## src/rtl/mult_pkg.sv

```systemverilog
`default_nettype none
// ============================================================================
//  Module      : mult_pkg
//  Description : Shared widths and types for the pipelined 4x4 multiplier.
//                WIDTH - operand width; PW - product width (2*WIDTH);
//                opnd_t - one operand; prod_t - one product / accumulator.
//  Revision    : 1.0 - initial release
// ============================================================================
package mult_pkg;

    localparam int WIDTH = 4;
    localparam int PW    = 2 * WIDTH;

    typedef logic [WIDTH-1:0] opnd_t;
    typedef logic [PW-1:0]    prod_t;

endpackage : mult_pkg
`default_nettype wire

```

## src/rtl/mult_pp_stage.sv

```systemverilog
`default_nettype none
// ============================================================================
//  Module      : mult_pp_stage
//  Description : One multiplier pipeline stage. Adds the partial product
//                selected by y[STAGE] (x shifted left by STAGE) to the
//                incoming accumulator and registers the operands alongside
//                the new sum so they travel with their own data.
//  Ports       : clk            - rising-edge clock
//                rst            - asynchronous, active-low reset
//                x_d, y_d       - operands from the previous stage
//                acc_d          - accumulator from the previous stage
//                x_q, y_q       - registered operands forwarded onward
//                acc_q          - registered accumulator
//  Revision    : 1.0 - initial release
// ============================================================================
module mult_pp_stage
    import mult_pkg::*;
#(
    parameter int STAGE = 0
) (
    input  logic  clk,
    input  logic  rst,
    input  opnd_t x_d,
    input  opnd_t y_d,
    input  prod_t acc_d,
    output opnd_t x_q,
    output opnd_t y_q,
    output prod_t acc_q
);

    opnd_t r_x;
    opnd_t r_y;
    prod_t r_acc;
    prod_t w_pp;

    // Widen before shifting so the top bits of x are not lost.
    assign w_pp = y_d[STAGE] ? (prod_t'(x_d) << STAGE) : '0;

    always_ff @(posedge clk or negedge rst) begin
        if (!rst) begin
            r_x   <= '0;
            r_y   <= '0;
            r_acc <= '0;
        end else begin
            r_x   <= x_d;
            r_y   <= y_d;
            r_acc <= acc_d + w_pp;
        end
    end

    assign x_q   = r_x;
    assign y_q   = r_y;
    assign acc_q = r_acc;

endmodule : mult_pp_stage
`default_nettype wire

```

## src/rtl/top.sv

```systemverilog
`default_nettype none
// ============================================================================
//  Module      : top
//  Description : Fully pipelined unsigned WIDTH x WIDTH multiplier. One
//                partial product is added per stage; a new operand pair is
//                accepted every clock and its product appears on result
//                WIDTH register stages later.
//  Ports       : clk    - rising-edge clock
//                rst    - asynchronous, active-low reset
//                x      - multiplicand, unsigned
//                y      - multiplier, unsigned
//                result - registered product x*y
//  Revision    : 1.0 - initial release
// ============================================================================
module top
    import mult_pkg::*;
(
    input  logic  clk,
    input  logic  rst,
    input  opnd_t x,
    input  opnd_t y,
    output prod_t result
);

    localparam int LATENCY = WIDTH;

    // Index k carries the values entering stage k; index LATENCY is the
    // output of the last stage.
    opnd_t x_s   [0:LATENCY];
    opnd_t y_s   [0:LATENCY];
    prod_t acc_s [0:LATENCY];

    assign x_s[0]   = x;
    assign y_s[0]   = y;
    assign acc_s[0] = '0;

    for (genvar k = 0; k < LATENCY; k++) begin : g_stage
        mult_pp_stage #(
            .STAGE (k)
        ) u_stage (
            .clk   (clk),
            .rst   (rst),
            .x_d   (x_s[k]),
            .y_d   (y_s[k]),
            .acc_d (acc_s[k]),
            .x_q   (x_s[k+1]),
            .y_q   (y_s[k+1]),
            .acc_q (acc_s[k+1])
        );
    end

    // The operands forwarded out of the last stage have no consumer.
    logic w_unused_tail;
    assign w_unused_tail = ^{x_s[LATENCY], y_s[LATENCY]};

    assign result = acc_s[LATENCY];

endmodule : top
`default_nettype wire

```

## config.mk

```make
export PLATFORM = sky130hd
export DESIGN_NAME = top
export DESIGN_NICKNAME = d
export VERILOG_FILES = /design/src/rtl/mult_pkg.sv /design/src/rtl/mult_pp_stage.sv /design/src/rtl/top.sv
export SDC_FILE = /design/constraint.sdc
export NUM_CORES = 1
export LEC_CHECK = 0
export CORE_ASPECT_RATIO = 1.2
export CORE_MARGIN = 10
export CORE_UTILIZATION = 30
export CTS_CLUSTER_SIZE = 30
export DETAILED_ROUTE_END_ITERATION = 8
export PLACE_DENSITY_LB_ADDON = 0.08
export RECOVER_POWER = 50
export SLEW_MARGIN = 20
export SYNTH_ARGS = -nofsm -noshare
export SYNTH_HDL_FRONTEND = slang
export SYNTH_SLANG_ARGS = --single-unit
```

## constraint.sdc

```tcl
create_clock -name clk -period 2.2 [get_ports clk]
set_input_delay 0.44 -clock clk [delete_from_list [all_inputs] [get_ports clk]]
set_output_delay 0.44 -clock clk [all_outputs]
set_load 0.05 [all_outputs]
```

* After elaboration in Yosys (flattened, before gate mapping) *
Index checks and enable logic that the tools add are counted.

word-level totals
  output and inout bits = 8
  logic and storage cells = 17
  bits in registers = 52

operators by class
  mux-type cells = 4
  add/sub/neg operators = 3

operators by type and width
  cell         count
  $add 8x8->8  2
  $mux 7       1
  $add 4x5->6  1
  $mux 6       1
  $mux 5       1
  $mux 4       1

* Longest topological paths before layout *
  depth in word-level cells = 2
  gate-level depth with buffers = 7
  mapped depth without buffers = 7

* By module *
From an unflattened synthesis, not the netlist that was laid out.

unflattened totals
  cell total of the unflattened synthesis = 170
  area, all modules = 2426.1 µm²

by module, submodules not included
  module                               instances  sequential area each (µm²)  area an instance (µm²)  cells an instance
  mult_pp_stage at g_stage[0].u_stage  1          400.4                       644.4                   48
  mult_pp_stage at g_stage[1].u_stage  1          400.4                       619.3                   45
  mult_pp_stage at g_stage[2].u_stage  1          400.4                       585.6                   38
  mult_pp_stage at g_stage[3].u_stage  1          400.4                       573.0                   38
  top                                  1          0.0                         3.8                     1

* Worst setup path before layout *
OpenSTA, ideal clock, no wires.

  kind = register to register
  from = register g_stage[2].u_stage.r_y[3]
  to = register g_stage[3].u_stage.r_acc[7]
  cell stages (with the launch flop) = 6
  setup slack = 669 ps
  required time = 2082 ps
  library setup time = 118 ps
  buffers on the path = 0
  arrival time = 1413 ps
  cells stage by stage = dfrtp_1 and2_1 ha_1 fa_1 a21o_1 a21o_1

on the way
  cells in the longest elaborated chain, start to end = 2

RTL lines
  item                    RTL line             text
  from (decl)             mult_pp_stage.sv:32  opnd_t r_y;
  from (signal assigned)  mult_pp_stage.sv:46  r_y <= y_d;
  $mux 7                  mult_pp_stage.sv:37  assign w_pp = y_d[STAGE] ? (prod_t'(x_d) << STAGE) : '0;
  $add 8x8->8             mult_pp_stage.sv:47  r_acc <= acc_d + w_pp;
  to (signal assigned)    mult_pp_stage.sv:47
  to (decl)               mult_pp_stage.sv:33  prod_t r_acc;

No other way between the ends.

* Final worst setup path *
  from = register g_stage[3].u_stage.r_acc[2]
  to = output result[2]

RTL lines
  item       RTL line   text
  to (decl)  top.sv:22  output prod_t result

No word-level cell between the ends.

==> reports/metrics.csv <==
metric,value,unit
status,finished clean,
p_switching,0.000465,W
tightest_slew,1000,ps
grt_setup_unrepaired,no,
yosys_warnings,0,
cp-start-kind,flip-flop,
fin_crit,1860,ps
swShare,25.6,%
dpl-instance-area,0.00179,mm^2
total_power,0.00181,W
grtUsageMet1,5.50,%
synth_cell_type_count,16,
io_buffers,17,
p_per_area,960,mW/mm^2
cap_violations,0,
cts_tree,done,
cts-resized-gates,0,
fin_util,37.5,%
synthArstFlopShare,100,%
fin_nets,145,
coreArea,0.00504,mm^2
synth_top_area_cell,dfrtp_1,
cts_buffer_depth,2,
p_clk_share,34.2,%
track_usage,5.73,%
num_antenna_cells,0,
drt_pre_antenna_iters,2,
synth.top_cells.by_count,"43 x dfrtp_1, 14 x and2_1, 11 x ha_1",
cts_hold_buffers,0,
area_growth,19.1,%
post_cts_buffers,0,
cp.arrival,1420,ps
met2_usage,9.50,%
cp_top_family,buffers and inverters,
critPathBufInv,1,
ys_ff_latch,43,
num_vias,754,
period_share,84.3,%
antenna_found_initial,0,
cpPeakStageDelay,800,ps
timing.fmax,0.539,GHz
num_io_pins,18,
relSlewSlack,33.1,%
synth_ff_type,dfrtp_1,
ant_nets,0,
vias_per_cell,4.14,
grt_pass1_wl,3.73,mm
drc,0,
core.rowCount,28,
worstSetupEndpointType,output pin,
wl,2.15,mm
avgSynthCellArea,15.3,um^2
die_h,99.7,um
internal_power,0.00135,W
numCtsBuffers,5,
combPwrFrac,16.5,%
ys_seq_area_share,67.8,%
leakagePower,0.929,nW
cts_htree_levels,2,
drv_slew,0,
start_util,31.4,%
path_class,reg2out,
syn-num-nets,128,
final_area,0.00189,mm^2
dieWidth,86.4,um
regArea,0.00108,mm^2
timing.final.ws_setup,345,ps
insertion_delay,290,ps
synth_cells,104,
ir_drop,0.443,mV
grt_pass1_vias,832,
path_cells,clkdlybuf4s50_1,
cts-root-buf,clkbuf_8,
fill_cells,486,
multi_input_area,435,um^2
drt_iter0_drc,23,
overflow,0,
use_met3,2.53,%
preCtsSetupSlack,592,ps
syn_area,0.00159,mm^2
dp_hpwl,1.62,mm
yosysTopAreaCellShare,67.8,%
grt_max_degree,44,
clock-sinks,43,
hold_class,reg2reg,
clk_pin_slew_worst_paths,80,ps
busiest_layer,met2,
cp.required,1760,ps
synth_edf_count,0,
finalHoldViolCount,0,
routabilityCongestion,0.623,
die_area,0.00861,mm^2
fin_tns_setup,0,ps
slowest_stage,clkdlybuf4s50_1,
power.sequential.fraction,49.3,%
drive_above_1_share,10.7,%
setup-violations-final,0,
cp_max_fo,1,
wl_per_cell,11.8,um
synthTopCellsByArea,"dfrtp_1 68%, ha_1 8.7%, and2_1 5.5%",
skew,5.35,ps
yosysMostFrequentCell,dfrtp_1,
## cells in the final DEF (no fill, tap or decap)
| cell | n |
|---|---|
| xnor2_1 | 3 |
| nand2_1 | 2 |
| clkinv_2 | 1 |
| dfrtp_1 | 43 |
| buf_2 | 1 |
| clkdlybuf4s50_1 | 16 |
| bufinv_16 | 1 |
| xor2_1 | 3 |
| ha_1 | 11 |
| clkbuf_2 | 1 |
| nand2b_1 | 1 |
| inv_1 | 4 |
| nor2_1 | 1 |
| nor2b_1 | 1 |
| a21o_1 | 5 |
| clkbuf_8 | 6 |
| a21oi_1 | 1 |
| fa_1 | 3 |
| a21oi_2 | 3 |
| o21ai_0 | 1 |
| and2_1 | 14 |
## per-stage QoR
step	hold WS [ps]	cells
after floorplan	144	104
after global placement	332	174
after detailed placement	335	174
after CTS	113	182
after global routing	360	182
final	352	182
## sequential cells by signal, indices dropped and copies added, names as in the netlist
signal	cells
g_stage.u_stage.acc_q	25
g_stage.u_stage.x_q	12
g_stage.u_stage.y_q	6
## layer usage
metal / vias up / wire [um] / part of all wire [%]
li1: 354 / - / -
met1: 375 / 743 / 35
met2: 20 / 1210 / 56
met3: 5 / 156 / 7.2
met4: 0 / 43 / 2.0
met5: - / 0 / 0
## power by group through the flow
| stage | Combinational [W] | Clock [W] | Sequential, W |
|---|---|---|---|
| 5_1_grt | 0.000327 | 0.000673 | 0.000902 |
| 6_report | 0.000299 | 0.000620 | 0.000894 |
| 3_3_place_gp | 0.000310 | 0 | 0.000913 |
| 3_5_place_dp | 0.000312 | 0 | 0.000912 |
| 4_1_cts | 0.000313 | 0.000645 | 0.000896 |
| 2_1_floorplan | 0.000239 | 0 | 0.000904 |
## cell families (layout without fill, tap and decap cells)
kind of cell,Yosys count,count (layout),share of synthesized area (%)
buffers and inverters,12,30,4.73
flip-flops,43,43,67.8
adder cells (fa/ha/maj),14,14,12.5
XOR/XNOR,6,6,3.31
AND/OR/NAND/NOR,19,19,7.02
AO/OA/AOI/OAI,10,10,4.65
## final timing paths
kind	depth (start not counted)	to	from	slack (ps)
hold / removal	0	g_stage[3].u_stage.acc_q[0]	g_stage[2].u_stage.acc_q[0]	350
max in group asynchronous	2	g_stage[1].u_stage.x_q[2]	rst	1180
hold reg to reg	0	g_stage[3].u_stage.acc_q[0]	g_stage[2].u_stage.acc_q[0]	350
setup reg to reg	5	g_stage[3].u_stage.acc_q[7]	g_stage[2].u_stage.y_q[3]	590
min in group asynchronous	2	g_stage[3].u_stage.acc_q[4]	rst	390
setup / recovery	1	result[2]	g_stage[3].u_stage.acc_q[2]	340
## area by class of cell
class	instances	share of cell area (%)
clock buffers	6	4.37
clock inverters	2	1.85
inverters	4	0.795
multi-input cells	49	23.0
flip-flops and latches	43	57.0
well taps	60	3.97
repair buffers	18	9.01
(Power assumes the default switching activity.)
